--- src/rtl/uart_xcvr.sv ---
// uart_xcvr: full-duplex UART transceiver with independent TX and RX paths.
//
// Ports:
//   clk, rst       clock (rising edge) and asynchronous active-low reset
//   tx             serial output, idle high
//   tx_data/valid  byte to send, handshaked by tx_ready (high only while TX is idle)
//   rx             serial input, asynchronous to clk, idle high
//   rx_data/valid  last good received byte, held until rx_valid && rx_ready
//   rx_frame_err, rx_parity_err, rx_overrun  one-cycle error pulses
module uart_xcvr #(
  parameter int unsigned CLKS_PER_BIT = 16,
  parameter int unsigned DATA_BITS    = 8,
  parameter bit          PARITY_EN    = 1'b0,
  parameter bit          PARITY_ODD   = 1'b0,
  parameter int unsigned STOP_BITS    = 1
) (
  input  logic                 clk,
  input  logic                 rst,
  input  logic                 rx,
  output logic                 tx,
  input  logic [DATA_BITS-1:0] tx_data,
  input  logic                 tx_valid,
  output logic                 tx_ready,
  output logic [DATA_BITS-1:0] rx_data,
  output logic                 rx_valid,
  input  logic                 rx_ready,
  output logic                 rx_frame_err,
  output logic                 rx_parity_err,
  output logic                 rx_overrun
);

  localparam logic [15:0] BitLast  = 16'(CLKS_PER_BIT - 1);
  localparam logic [15:0] HalfLast = 16'(CLKS_PER_BIT / 2 - 1);
  localparam logic [3:0]  DataLast = 4'(DATA_BITS - 1);
  localparam logic [3:0]  StopLast = 4'(STOP_BITS - 1);

  // ---------------------------------------------------------------- transmitter
  typedef enum logic [2:0] {TxIdle, TxStart, TxData, TxParity, TxStop} tx_state_e;

  tx_state_e            tx_state_q, tx_state_d;
  logic [15:0]          tx_cnt_q, tx_cnt_d;
  logic [3:0]           tx_idx_q, tx_idx_d;
  logic [DATA_BITS-1:0] tx_shift_q, tx_shift_d;
  logic                 tx_par_q, tx_par_d;
  logic                 tx_armed_q;  // holds tx_ready low until the first edge after reset
  logic                 tx_bit_end;

  assign tx_bit_end = (tx_cnt_q == BitLast);

  always_comb begin
    tx_state_d = tx_state_q;
    tx_cnt_d   = (tx_bit_end || tx_state_q == TxIdle) ? '0 : tx_cnt_q + 16'd1;
    tx_idx_d   = tx_idx_q;
    tx_shift_d = tx_shift_q;
    tx_par_d   = tx_par_q;
    tx         = 1'b1;
    tx_ready   = 1'b0;
    unique case (tx_state_q)
      TxIdle: begin
        tx_ready = tx_armed_q;
        if (tx_armed_q && tx_valid) begin
          tx_state_d = TxStart;
          tx_shift_d = tx_data;
          tx_par_d   = ^tx_data ^ PARITY_ODD;
        end
      end
      TxStart: begin
        tx = 1'b0;
        if (tx_bit_end) begin
          tx_state_d = TxData;
          tx_idx_d   = '0;
        end
      end
      TxData: begin
        tx = tx_shift_q[0];
        if (tx_bit_end) begin
          tx_shift_d = tx_shift_q >> 1;
          tx_idx_d   = tx_idx_q + 4'd1;
          if (tx_idx_q == DataLast) begin
            tx_state_d = PARITY_EN ? TxParity : TxStop;
            tx_idx_d   = '0;
          end
        end
      end
      TxParity: begin
        tx = tx_par_q;
        if (tx_bit_end) tx_state_d = TxStop;
      end
      TxStop: begin
        if (tx_bit_end) begin
          tx_idx_d = tx_idx_q + 4'd1;
          if (tx_idx_q == StopLast) tx_state_d = TxIdle;
        end
      end
      default: tx_state_d = TxIdle;
    endcase
  end

  always_ff @(posedge clk or negedge rst) begin
    if (!rst) begin
      tx_state_q <= TxIdle;
      tx_cnt_q   <= '0;
      tx_idx_q   <= '0;
      tx_shift_q <= '0;
      tx_par_q   <= 1'b0;
      tx_armed_q <= 1'b0;
    end else begin
      tx_state_q <= tx_state_d;
      tx_cnt_q   <= tx_cnt_d;
      tx_idx_q   <= tx_idx_d;
      tx_shift_q <= tx_shift_d;
      tx_par_q   <= tx_par_d;
      tx_armed_q <= 1'b1;
    end
  end

  // ---------------------------------------------------------------- receiver
  typedef enum logic [2:0] {
    RxIdle, RxStart, RxData, RxParity, RxStop, RxWaitIdle
  } rx_state_e;

  rx_state_e            rx_state_q, rx_state_d;
  logic [1:0]           rx_sync_q;
  logic                 rx_s;
  logic [15:0]          rx_cnt_q, rx_cnt_d;
  logic [3:0]           rx_idx_q, rx_idx_d;
  logic [DATA_BITS-1:0] rx_shift_q, rx_shift_d;
  logic                 rx_perr_q, rx_perr_d;
  logic [DATA_BITS-1:0] rx_data_q, rx_data_d;
  logic                 rx_valid_q, rx_valid_d;
  logic                 fe_q, fe_d, pe_q, pe_d, ov_q, ov_d;
  logic                 rx_sample;

  assign rx_s      = rx_sync_q[1];
  // First sample lands mid start bit; every later one is a full bit period on.
  assign rx_sample = (rx_state_q == RxStart) ? (rx_cnt_q == HalfLast) : (rx_cnt_q == BitLast);

  always_comb begin
    rx_state_d = rx_state_q;
    rx_cnt_d   = (rx_sample || rx_state_q == RxIdle) ? '0 : rx_cnt_q + 16'd1;
    rx_idx_d   = rx_idx_q;
    rx_shift_d = rx_shift_q;
    rx_perr_d  = rx_perr_q;
    rx_data_d  = rx_data_q;
    rx_valid_d = rx_valid_q && !rx_ready;
    fe_d       = 1'b0;
    pe_d       = 1'b0;
    ov_d       = 1'b0;
    unique case (rx_state_q)
      // Idle is only ever entered with the line high, so a low level is a falling edge.
      RxIdle: if (!rx_s) rx_state_d = RxStart;
      RxStart: begin
        rx_perr_d = 1'b0;
        if (rx_sample) begin
          rx_state_d = rx_s ? RxIdle : RxData;
          rx_idx_d   = '0;
        end
      end
      RxData: begin
        if (rx_sample) begin
          rx_shift_d = {rx_s, rx_shift_q[DATA_BITS-1:1]};
          rx_idx_d   = rx_idx_q + 4'd1;
          if (rx_idx_q == DataLast) rx_state_d = PARITY_EN ? RxParity : RxStop;
        end
      end
      RxParity: begin
        if (rx_sample) begin
          rx_perr_d  = rx_s ^ (^rx_shift_q) ^ PARITY_ODD;
          rx_state_d = RxStop;
        end
      end
      RxStop: begin
        if (rx_sample) begin
          fe_d = !rx_s;
          pe_d = rx_perr_q;
          if (rx_s && !rx_perr_q) begin
            if (rx_valid_q && !rx_ready) begin
              ov_d = 1'b1;
            end else begin
              rx_data_d  = rx_shift_q;
              rx_valid_d = 1'b1;
            end
          end
          rx_state_d = rx_s ? RxIdle : RxWaitIdle;
        end
      end
      RxWaitIdle: if (rx_s) rx_state_d = RxIdle;
      default: rx_state_d = RxIdle;
    endcase
  end

  always_ff @(posedge clk or negedge rst) begin
    if (!rst) begin
      rx_sync_q  <= 2'b11;
      rx_state_q <= RxIdle;
      rx_cnt_q   <= '0;
      rx_idx_q   <= '0;
      rx_shift_q <= '0;
      rx_perr_q  <= 1'b0;
      rx_data_q  <= '0;
      rx_valid_q <= 1'b0;
      fe_q       <= 1'b0;
      pe_q       <= 1'b0;
      ov_q       <= 1'b0;
    end else begin
      rx_sync_q  <= {rx_sync_q[0], rx};
      rx_state_q <= rx_state_d;
      rx_cnt_q   <= rx_cnt_d;
      rx_idx_q   <= rx_idx_d;
      rx_shift_q <= rx_shift_d;
      rx_perr_q  <= rx_perr_d;
      rx_data_q  <= rx_data_d;
      rx_valid_q <= rx_valid_d;
      fe_q       <= fe_d;
      pe_q       <= pe_d;
      ov_q       <= ov_d;
    end
  end

  assign rx_data       = rx_data_q;
  assign rx_valid      = rx_valid_q;
  assign rx_frame_err  = fe_q;
  assign rx_parity_err = pe_q;
  assign rx_overrun    = ov_q;

endmodule

--- config.mk ---
export PLATFORM = sky130hd
export DESIGN_NAME = uart_xcvr
export DESIGN_NICKNAME = d
export VERILOG_FILES = /design/src/rtl/uart_xcvr.sv
export SDC_FILE = /design/constraint.sdc
export NUM_CORES = 1
export LEC_CHECK = 0
export ABC_CLOCK_PERIOD_IN_PS = 2700
export CAP_MARGIN = 20
export CORE_MARGIN = 10
export CORE_UTILIZATION = 40
export DETAILED_ROUTE_END_ITERATION = 8
export PLACE_DENSITY = 0.68
export SYNTH_ARGS = -nofsm -noshare
export SYNTH_HDL_FRONTEND = slang
export SYNTH_SLANG_ARGS = --single-unit
--- constraint.sdc ---
create_clock -name clk -period 2.7 [get_ports clk]
set_input_delay 0.405 -clock clk [delete_from_list [all_inputs] [get_ports clk]]
set_output_delay 0.405 -clock clk [all_outputs]
set_load 0.05 [all_outputs]
Word-level counts from Yosys, hierarchy flattened
Cells that the tools add are included.
{ "word_totals": {"register_bits": 79, "inputBits": 13, "output_inout_bits": 14} }
{ "classes": {"addsub": 4, "n_eq_ne": 28, "mux": 47, "n_bitwise": 2, "reduce_logical": 26} }
{ "ops": {"columns": ["operator", "count"], "rows": [
  ["two-way mux 3 bit", 15],
  ["adder 16 x 1 -> 16 bit, second input constant", 2],
  ["== test 16 x 4 -> 1 bit, second input constant", 2],
  ["two-way mux 16 bit", 2],
  ["!= test 2 bit, second input constant", 13],
  ["two-way mux 4 bit", 6],
  ["case mux 3 bit (6 select lines)", 1],
  ["== test 16 x 3 -> 1 bit, second input constant", 1],
  ["two-way mux 8 bit", 2],
  ["case mux 8 bit (2 select lines)", 1],
  ["XOR reduction 8 bit", 2],
  ["case mux 3 bit (5 select lines)", 1],
  ["two-way mux 1 bit", 14],
  ["AND reduction 7 bit", 2],
  ["== test 3 x 2 -> 1 bit, second input constant", 4],
  ["case mux 4 bit (3 select lines)", 1],
  ["== test 3 bit, second input constant", 3],
  ["adder 4 x 1 -> 4 bit, second input constant", 2],
  ["== test 4 x 3 -> 1 bit, second input constant", 2],
  ["case mux 4 bit (2 select lines)", 1],
  ["AND reduction 4 bit", 2],
  ["== test 3 x 1 -> 1 bit, second input constant", 2],
  ["logical NOT 3 bit", 2],
  ["AND reduction 2 bit", 3],
  ["other kinds (13)", 21]
]} }

Depth between registers and ports, before layout
Gate-level depths: netlist (run 1).
{ "depth": {"ltp_word": 6, "depth_mapped": 8, "depth_no_buf": 6} }

Worst setup path after synthesis (run 1)
Ideal clock, no wire load.
{ "synth_timing": {"path_kind": "reg-to-reg", "startpoint": "register rx_cnt_q[0]", "endpoint": "register rx_data_q[0], in the netlist rx_data[0]", "t_arrival_ns": 2.129, "required_ns": 2.575, "setup_slack_ns": 0.446, "path_stages_with_launch": 8, "path_buffers": 1, "period_less_slack_ns": 2.254, "cell_sequence": "dfrtp_1 > ha_1 > nor4b_1 > and4_1 > clkbuf_4 > nand2_4 > nor4b_4 > mux2_2"} }
{ "synth_via": {"elab_chain_len": 3, "elab_cells_between_ends": 4, "classes_between": "2 x eq/ne; 1 x mux; 1 x reduce/logical"} }
{ "synth_rtl": {"columns": ["element", "line_no", "rtl"], "rows": [
  ["start: declaration", "125", "logic [15:0] rx_cnt_q, rx_cnt_d;"],
  ["start signal: assignment", "208", "rx_cnt_q <= rx_cnt_d;"],
  ["== test 16 x 4 -> 1 bit or == test 16 x 3 -> 1 bit (tied branches)", "136", "assign rx_sample = (rx_state_q == RxStart) ? (rx_cnt_q == HalfLast) : (rx_cnt_q == BitLast);"],
  ["two-way mux 1 bit *", "136", null],
  ["AND reduction 4 bit (no source line) *", null, null],
  ["end signal: assignment", "212", "rx_data_q <= rx_data_d;"],
  ["end: declaration", "129", "logic [DATA_BITS-1:0] rx_data_q, rx_data_d;"]
]} }
Every way passes the cells marked *; elsewhere a longest branch is shown, timed or not.
A chain may end at the register's enable or synchronous reset.

Worst setup path in the final report (run 1)
{ "layout_timing": {"startpoint": "register tx_state_q[1]", "endpoint": "output tx_ready"} }
{ "layout_via": {"elab_chain_len": 2} }
{ "layout_rtl": {"columns": ["element", "line_no", "rtl"], "rows": [
  ["start: declaration", "40", "tx_state_e tx_state_q, tx_state_d;"],
  ["start signal: assignment", "101", "tx_state_q <= TxIdle;"],
  ["start signal: assignment", "108", "tx_state_q <= tx_state_d;"],
  ["logical NOT 3 bit", "58", "unique case (tx_state_q)"],
  ["two-way mux 1 bit", "58", null],
  ["end: declaration", "23", "output logic tx_ready,"]
]} }
Every way passes these cells.

==> results of run 1 <==
## sequential cells by signal (all words and copies together) (netlist names), 2 cells and up
signal      count
rx_sync_q       2
tx_cnt_q       16
rx_data         8
rx_cnt_q       16
tx_shift_q      8
tx_state_q      3
rx_shift_q      8
tx_idx_q        4
rx_idx_q        4
rx_state_q      3
## logic make-up (layout without fill, tap and decap cells)
family	Yosys count	count (layout)
mux	24	24
buf+inv	24	58
compound gates	47	47
flops	79	79
xor+xnor	42	42
simple gates	156	156
other cells	1	1
fa+ha+maj	5	5
## synthesized netlist by cell type, types with 4 or more instances
cell	n	area, um^2
inv_1	11	41.29
nand3_1	15	75.07
a21oi_1	9	45.04
nand2_1	31	116.4
clkbuf_1	12	45.04
o21ai_0	19	95.09
mux2_2	16	180.2
xnor2_1	23	201.4
xor2_1	18	157.7
nor2_1	48	180.2
dfrtp_1	77	1927
mux2i_1	8	80.08
and2_1	4	25.02
nand2b_1	7	43.79
nand4_1	12	75.07
nor3_1	5	25.02
and3_1	8	50.05
nor4_1	5	31.28
ha_1	5	62.56
## power by group through the flow
stage / Sequential, mW / Combinational [mW] / Clock, mW
global placement: 1.32 / 0.339 / 0
floorplan: 1.28 / 0.292 / 0
CTS: 1.30 / 0.344 / 0.756
finish: 1.30 / 0.340 / 0.725
global route: 1.31 / 0.396 / 0.799
detailed placement: 1.33 / 0.343 / 0
## cell type report
class,instances,area [um^2],share of cell area (%)
Multi-Input combinational cell,275,1794,40.44
Clock buffer,14,142.6,3.215
Tap cell,129,161.4,3.638
Clock inverter,2,10.01,0.2256
Timing Repair Buffer,31,307.8,6.937
Sequential cell,79,1979,44.61
Inverter,11,41.29,0.9306
## worst max-delay path, cell delays in order (launching register included)
cell and delay (ps):
dfrtp_1 520, nor3_1 330, and2_1 170, clkdlybuf4s50_1 800
## worst paths after layout
path,startpoint,endpoint,slack [ps],cells after the start
max,tx_state_q[1],tx_ready,140,3
min,rst,tx_shift_q[2],20,1
max reg2reg,rx_cnt_q[0],rx_data[1],310,7
min reg2reg,rx_sync_q[0],rx_sync_q[1],380,0
max in group asynchronous,rst,rx_sync_q[1],2030,2
min in group clk,rx_sync_q[0],rx_sync_q[1],380,0
## metal layers
layer  track usage, %  up-vias
met2            15.61       37
met5                0        -
met4            4.791        0
met1            14.02     1326
li1                 -     1363
met3            2.570        9
==> reports/summary.txt, run 1 <==
Run status = completed
Sequential element share of the synthesized area = 51.18%
Largest family of logic cells by synthesized area = simple AND/OR/NAND/NOR gates
Peak supply drop = 289.7 uV
Fin worst setup slack = 140.7 ps
Antenna violations before repair = 0
Post-synthesis adder-cell area fraction = 1.618%
CP Class = flip-flop to output pin
Mux contribution to synthesized area = 6.729%
Prevailing post-synth register cell = dfrtp_1
Simple-gate portion of the synthesized area = 20.54%
RSZ-0062 raised after global routing = no
Area growth syn-to-layout = 14.72%
Syn_nets = 396
Util after Layout = 47.57%
Vias per cell = 5.055
PostCTS Resize Cnt = 0
DRT antenna net count = 0
H-tree levels = 3
Die Y = 118.3 um
Final global-route overflow total = 0
Design area = 0.004437 mm^2
Slew margin rel. = 41.16%
Hold_buf cts = 0
Post-synthesis register bit count = 79
Unique masters post-synth = 48
Drt first-iter violations = 138
Worst EP required = 2300 ps
Clock root buffer = clkbuf_8
Achievable frequency = 390.7 MHz
CP Capture Type = output pin
Final hold slack = 23.78 ps
Crit-path max FO = 13
Period minus WS final = 2559 ps
Synthesized instance count = 378
Worst path arrival time = 2150 ps
Compound-cell area share of the yosys netlist = 7.538%
Clock-pin slew on the worst setup and hold paths = 80 ps
Switching part of the total = 27.96%
RePlAce Congestion = 0.8425
Overall power = 2.367 mW
DRC viols = 0
FP Rows = 35
Seq pwr share = 55.0%
Starting Density = 41.46%
Post-synth EDFFs = 0
Worst slack, placed = 299.7 ps
Total track usage = 10.48%
Psw = 0.6619 mW
Logic gate share of total power = 14.3%
Placed cell count = 523
Leakage = 2.057 nW
Commonest cells after routing, fill and taps aside = 77 x dfrtp_1, 48 x nor2_1, 31 x nand2_1
Vias after detailed routing = 2,735
Top layer in use = met4
Fill cells = 864
Ant. Diodes = 0
Power per cell area = 533.5 mW/mm^2
Setup Skew = 11.27 ps
Core area = 0.009328 mm^2
# IOs = 27
Die width = 118.3 um
Router iterations before antenna repair = 4
Max-cap violations = 0
# port buffers = 26
Nets@finish = 425
Vias in the first global route = 2,742
Met3 Routed Length = 274 um
Part of the power in the clock network = 30.6%
Met2 WL post-DR = 3.095 mm
Clock Path Buffers = 2
Routed wire per std cell = 12.86 um
Detailed Place HPWL = 4.865 mm
Final setup vio count = 0
TritonCTS clock tree = yes
Met1 wire length = 3.469 mm
Synth Area in XOR/XNOR = 9.867%
Final worst-path cycle share = 94.79%
Share of post-route cells with drive strength above 1 = 9.951%
Hold WC Path Type = input pin to asynchronous set/reset pin
Total Neg Setup Slack = 0 ps
Async SR Flop Fraction = 100.0%
Synth Cell Area = 0.003867 mm^2
Final Hold Vio Count = 0
Syn. warnings = 0
Setup repair bufs after CTS = 0
Largest net degree at the start of global routing = 80
First-pass GRT wire length = 12.69 mm
Clock Latency Late Sink = 340 ps
Tightest Pin Transition = 882.6 ps
Startpoint types = flip-flop
Pins Over Slew Limit = 0
Non-filler cells, final = 541
WL final = 6.955 mm
Most common cell after layout, fill and taps aside = dfrtp_1
Sink Count = 79
Placed instance area = 0.004257 mm^2
Syn Area/Cell = 10.23 um^2
Int Pwr = 1.705 mW
CTS buffer count = 9
Die area = 0.01400 mm^2
No activity file was read; power rests on OpenSTA's default activity.
==> run 2, diff against run 1 <==
--- a/config.mk
+++ b/config.mk
@@ -8,9 +8,10 @@
 export ABC_CLOCK_PERIOD_IN_PS = 2700
 export CAP_MARGIN = 20
 export CORE_MARGIN = 10
-export CORE_UTILIZATION = 40
+export CORE_UTILIZATION = 55
 export DETAILED_ROUTE_END_ITERATION = 8
-export PLACE_DENSITY = 0.68
+export PLACE_DENSITY = 0.85
+export SKIP_LAST_GASP = 1
 export SYNTH_ARGS = -nofsm -noshare
 export SYNTH_HDL_FRONTEND = slang
 export SYNTH_SLANG_ARGS = --single-unit
==> run 2 against run 1 <==
Maximum frequency increased by 0.28%; clock power increased by 18%; wire length grew 0.32%; sequential cell count did not move; clock skew decreased by 4.7 ps; largest cell class unchanged; utilization grew 17 points; global-route usage grew 2.7 points; setup slack improved by 7.1 ps; hold slack better by 150 ps; total power rose by 5.5%; register-to-register slack worse by 50 ps.
==> reports/summary.txt, run 2 (synthesis results as in run 1) <==
CP max stage cell = clkdlybuf4s50_1 (unchanged)
CP Capture Type = output pin (unchanged)
Drt first-iter violations = 116 (was 138)
Worst path arrival time = 2150 ps (about the same)
Critical path origin = tx_state_q[1] (unchanged)
FF/Latch Area = 0.001979 mm^2 (unchanged)
Starting Density = 56.61% (was 41.46%)
CTS buffer count = 9 (unchanged)
Cell family with most CP delay = buffers and inverters (unchanged)
Worst R2R End = rx_shift_q[3] (was rx_data[1])
# IOs = 27 (unchanged)
Final Hold Vio Count = 0 (unchanged)
PostCTS Resize Cnt = 0 (unchanged)
Period minus WS final = 2552 ps (was 2559 ps)
Achievable frequency = 391.8 MHz (was 390.7 MHz)
Ant. Diodes = 0 (unchanged)
Clock Path Buffers = 2 (unchanged)
DRC viols = 0 (unchanged)
Non-filler cells, final = 505 (was 541)
Pins Over Slew Limit = 0 (unchanged)
Slew margin rel. = 33.16% (was 41.16%)
Placed cell count = 489 (was 523)
RR Startpoint = rx_cnt_q[0] (unchanged)
Detailed Place HPWL = 4.897 mm (was 4.865 mm)
Overall power = 2.496 mW (was 2.367 mW)
Setup repair bufs after CTS = 0 (unchanged)
DRT antenna net count = 0 (unchanged)
Vias in the first global route = 2,752 (was 2,742)
H-tree levels = 3 (unchanged)
Final setup vio count = 0 (unchanged)
Total Neg Setup Slack = 0 ps (unchanged)
R2r setup slk = 260 ps (was 310 ps)
Worst-path cell chain = nor3_1 -> and2_1 -> clkdlybuf4s50_1 (unchanged)
Total track usage = 13.14% (was 10.48%)
Power per cell area = 567.6 mW/mm^2 (was 533.5 mW/mm^2)
Fill cells = 534 (was 864)
Leakage = 2.059 nW (was 2.057 nW)
Hold_buf cts = 0 (unchanged)
Final global-route overflow total = 0 (unchanged)
Max-cap violations = 0 (unchanged)
RSZ-0062 raised after global routing = no (unchanged)
Nets@finish = 422 (was 425)
Cells on worst reg2reg path = 5 (was 7)
Run status = completed (unchanged)
Router iterations before antenna repair = 4 (unchanged)
First-pass GRT wire length = 12.11 mm (was 12.69 mm)
CP Class = flip-flop to output pin (unchanged)
CP Depth = 3 (unchanged)
Clock root buffer = clkbuf_8 (unchanged)
Commonest cells after routing, fill and taps aside = 77 x dfrtp_1, 48 x nor2_1, 31 x nand2_1 (unchanged)
Final hold slack = 174.3 ps (was 23.78 ps)
Vias after detailed routing = 2,782 (was 2,735)
TritonCTS clock tree = yes (unchanged)
Peak supply drop = 331.2 uV (was 289.7 uV)
Die area = 0.01079 mm^2 (was 0.01400 mm^2)
Crit path to = tx_ready (unchanged)
Setup Skew = 6.572 ps (was 11.27 ps)
Fin worst setup slack = 147.7 ps (was 140.7 ps)
Core area = 0.006832 mm^2 (was 0.009328 mm^2)
Worst EP required = 2300 ps (about the same)
Antenna violations before repair = 0 (unchanged)
Critical Path Max Stage Delay = 800 ps (about the same)
WL final = 6.977 mm (was 6.955 mm)
Most common cell after layout, fill and taps aside = dfrtp_1 (unchanged)
Clock-pin slew on the worst setup and hold paths = 80 ps (about the same)
Worst slack, placed = 297.7 ps (was 299.7 ps)
Startpoint types = flip-flop (unchanged)
Share of post-route cells with drive strength above 1 = 10.02% (was 9.951%)
Hold WC Path Type = input pin to asynchronous set/reset pin (unchanged)
Final worst-path cycle share = 94.53% (was 94.79%)
Tightest Pin Transition = 996.0 ps (was 882.6 ps)
Vias per cell = 5.509 (was 5.055)
Largest net degree at the start of global routing = 80 (unchanged)
Die Y = 103.9 um (was 118.3 um)
Area growth syn-to-layout = 13.72% (was 14.72%)
Top Registers = rx_cnt_q x16, tx_cnt_q x16 (unchanged)
Area occupied by multi-input gates = 0.001794 mm^2 (unchanged)
Routed wire per std cell = 13.82 um (was 12.86 um)
Sink Count = 79 (unchanged)
Clock Latency Late Sink = 350 ps (was 340 ps)
Die width = 103.9 um (was 118.3 um)
RePlAce Congestion = 0.8584 (was 0.8425)
Buf+Inv Stages, Crit Path = 1 (unchanged)
Crit-path max FO = 13 (unchanged)
FP Rows = 30 (was 35)
# port buffers = 26 (unchanged)
[run 2: cell count changes in the layout (fill, tap and decap cells not counted), sizes merged]
| cell | before | now |
|---|---|---|
| bufinv | 0 | 1 |
| clkbuf | 14 | 12 |
| clkinv | 2 | 3 |
| buf | 6 | 3 |
[run 2: routing by layer]
layer,GRT usage (%),vias to the layer above,wire (um)
li1,-,1359,-
met3,2.292,14,234
met2,20.95,60,3327
met1,16.28,1349,3224
met5,0,-,0
met4,7.952,0,191
[run 2: worst min path at each step]
stage	slack, ps	end	startpoint	cells past startpoint
after floorplan	110	rx_cnt_q[0]	rst	0
after global placement	350	rx_sync_q[1]	rx_sync_q[0]	0
after detailed placement	350	rx_sync_q[1]	rx_sync_q[0]	0
after CTS	240	tx_idx_q[0]	rst	1
after global routing	290	tx_idx_q[0]	rst	1
final	170	tx_idx_q[0]	rst	1
[run 2: metrics by stage]
step / area [um^2] / utilization, %
final: 4398 / 64.38
after global routing: 4398 / 64.38
after CTS: 4398 / 64.38
after detailed placement: 4208 / 61.59
after global placement: 4208 / 61.59
after floorplan: 3867 / -
[run 2: final cells by class]
cell class                 count  area share, %
clock buffer                  12          3.300
clock inverter                 4          1.024
inverter                      11         0.9388
multi-input combinational    275          40.80
sequential                    79          45.01
tap                           96          2.731
timing repair buffer          28          6.202
[run 2: power by group]
group	switching (mW)	internal (mW)	total (mW)
clock	0.405	0.449	0.854
combinational	0.203	0.138	0.341
sequential	0.0709	1.23	1.30
[run 2: worst reg2reg max path: cells and delay by family (launching register included)]
family / cells / cell delay (ps)
adders and majority gates: 1 / 300
DFF: 1 / 410
muxes: 1 / 420
and+or+nand+nor: 3 / 1210
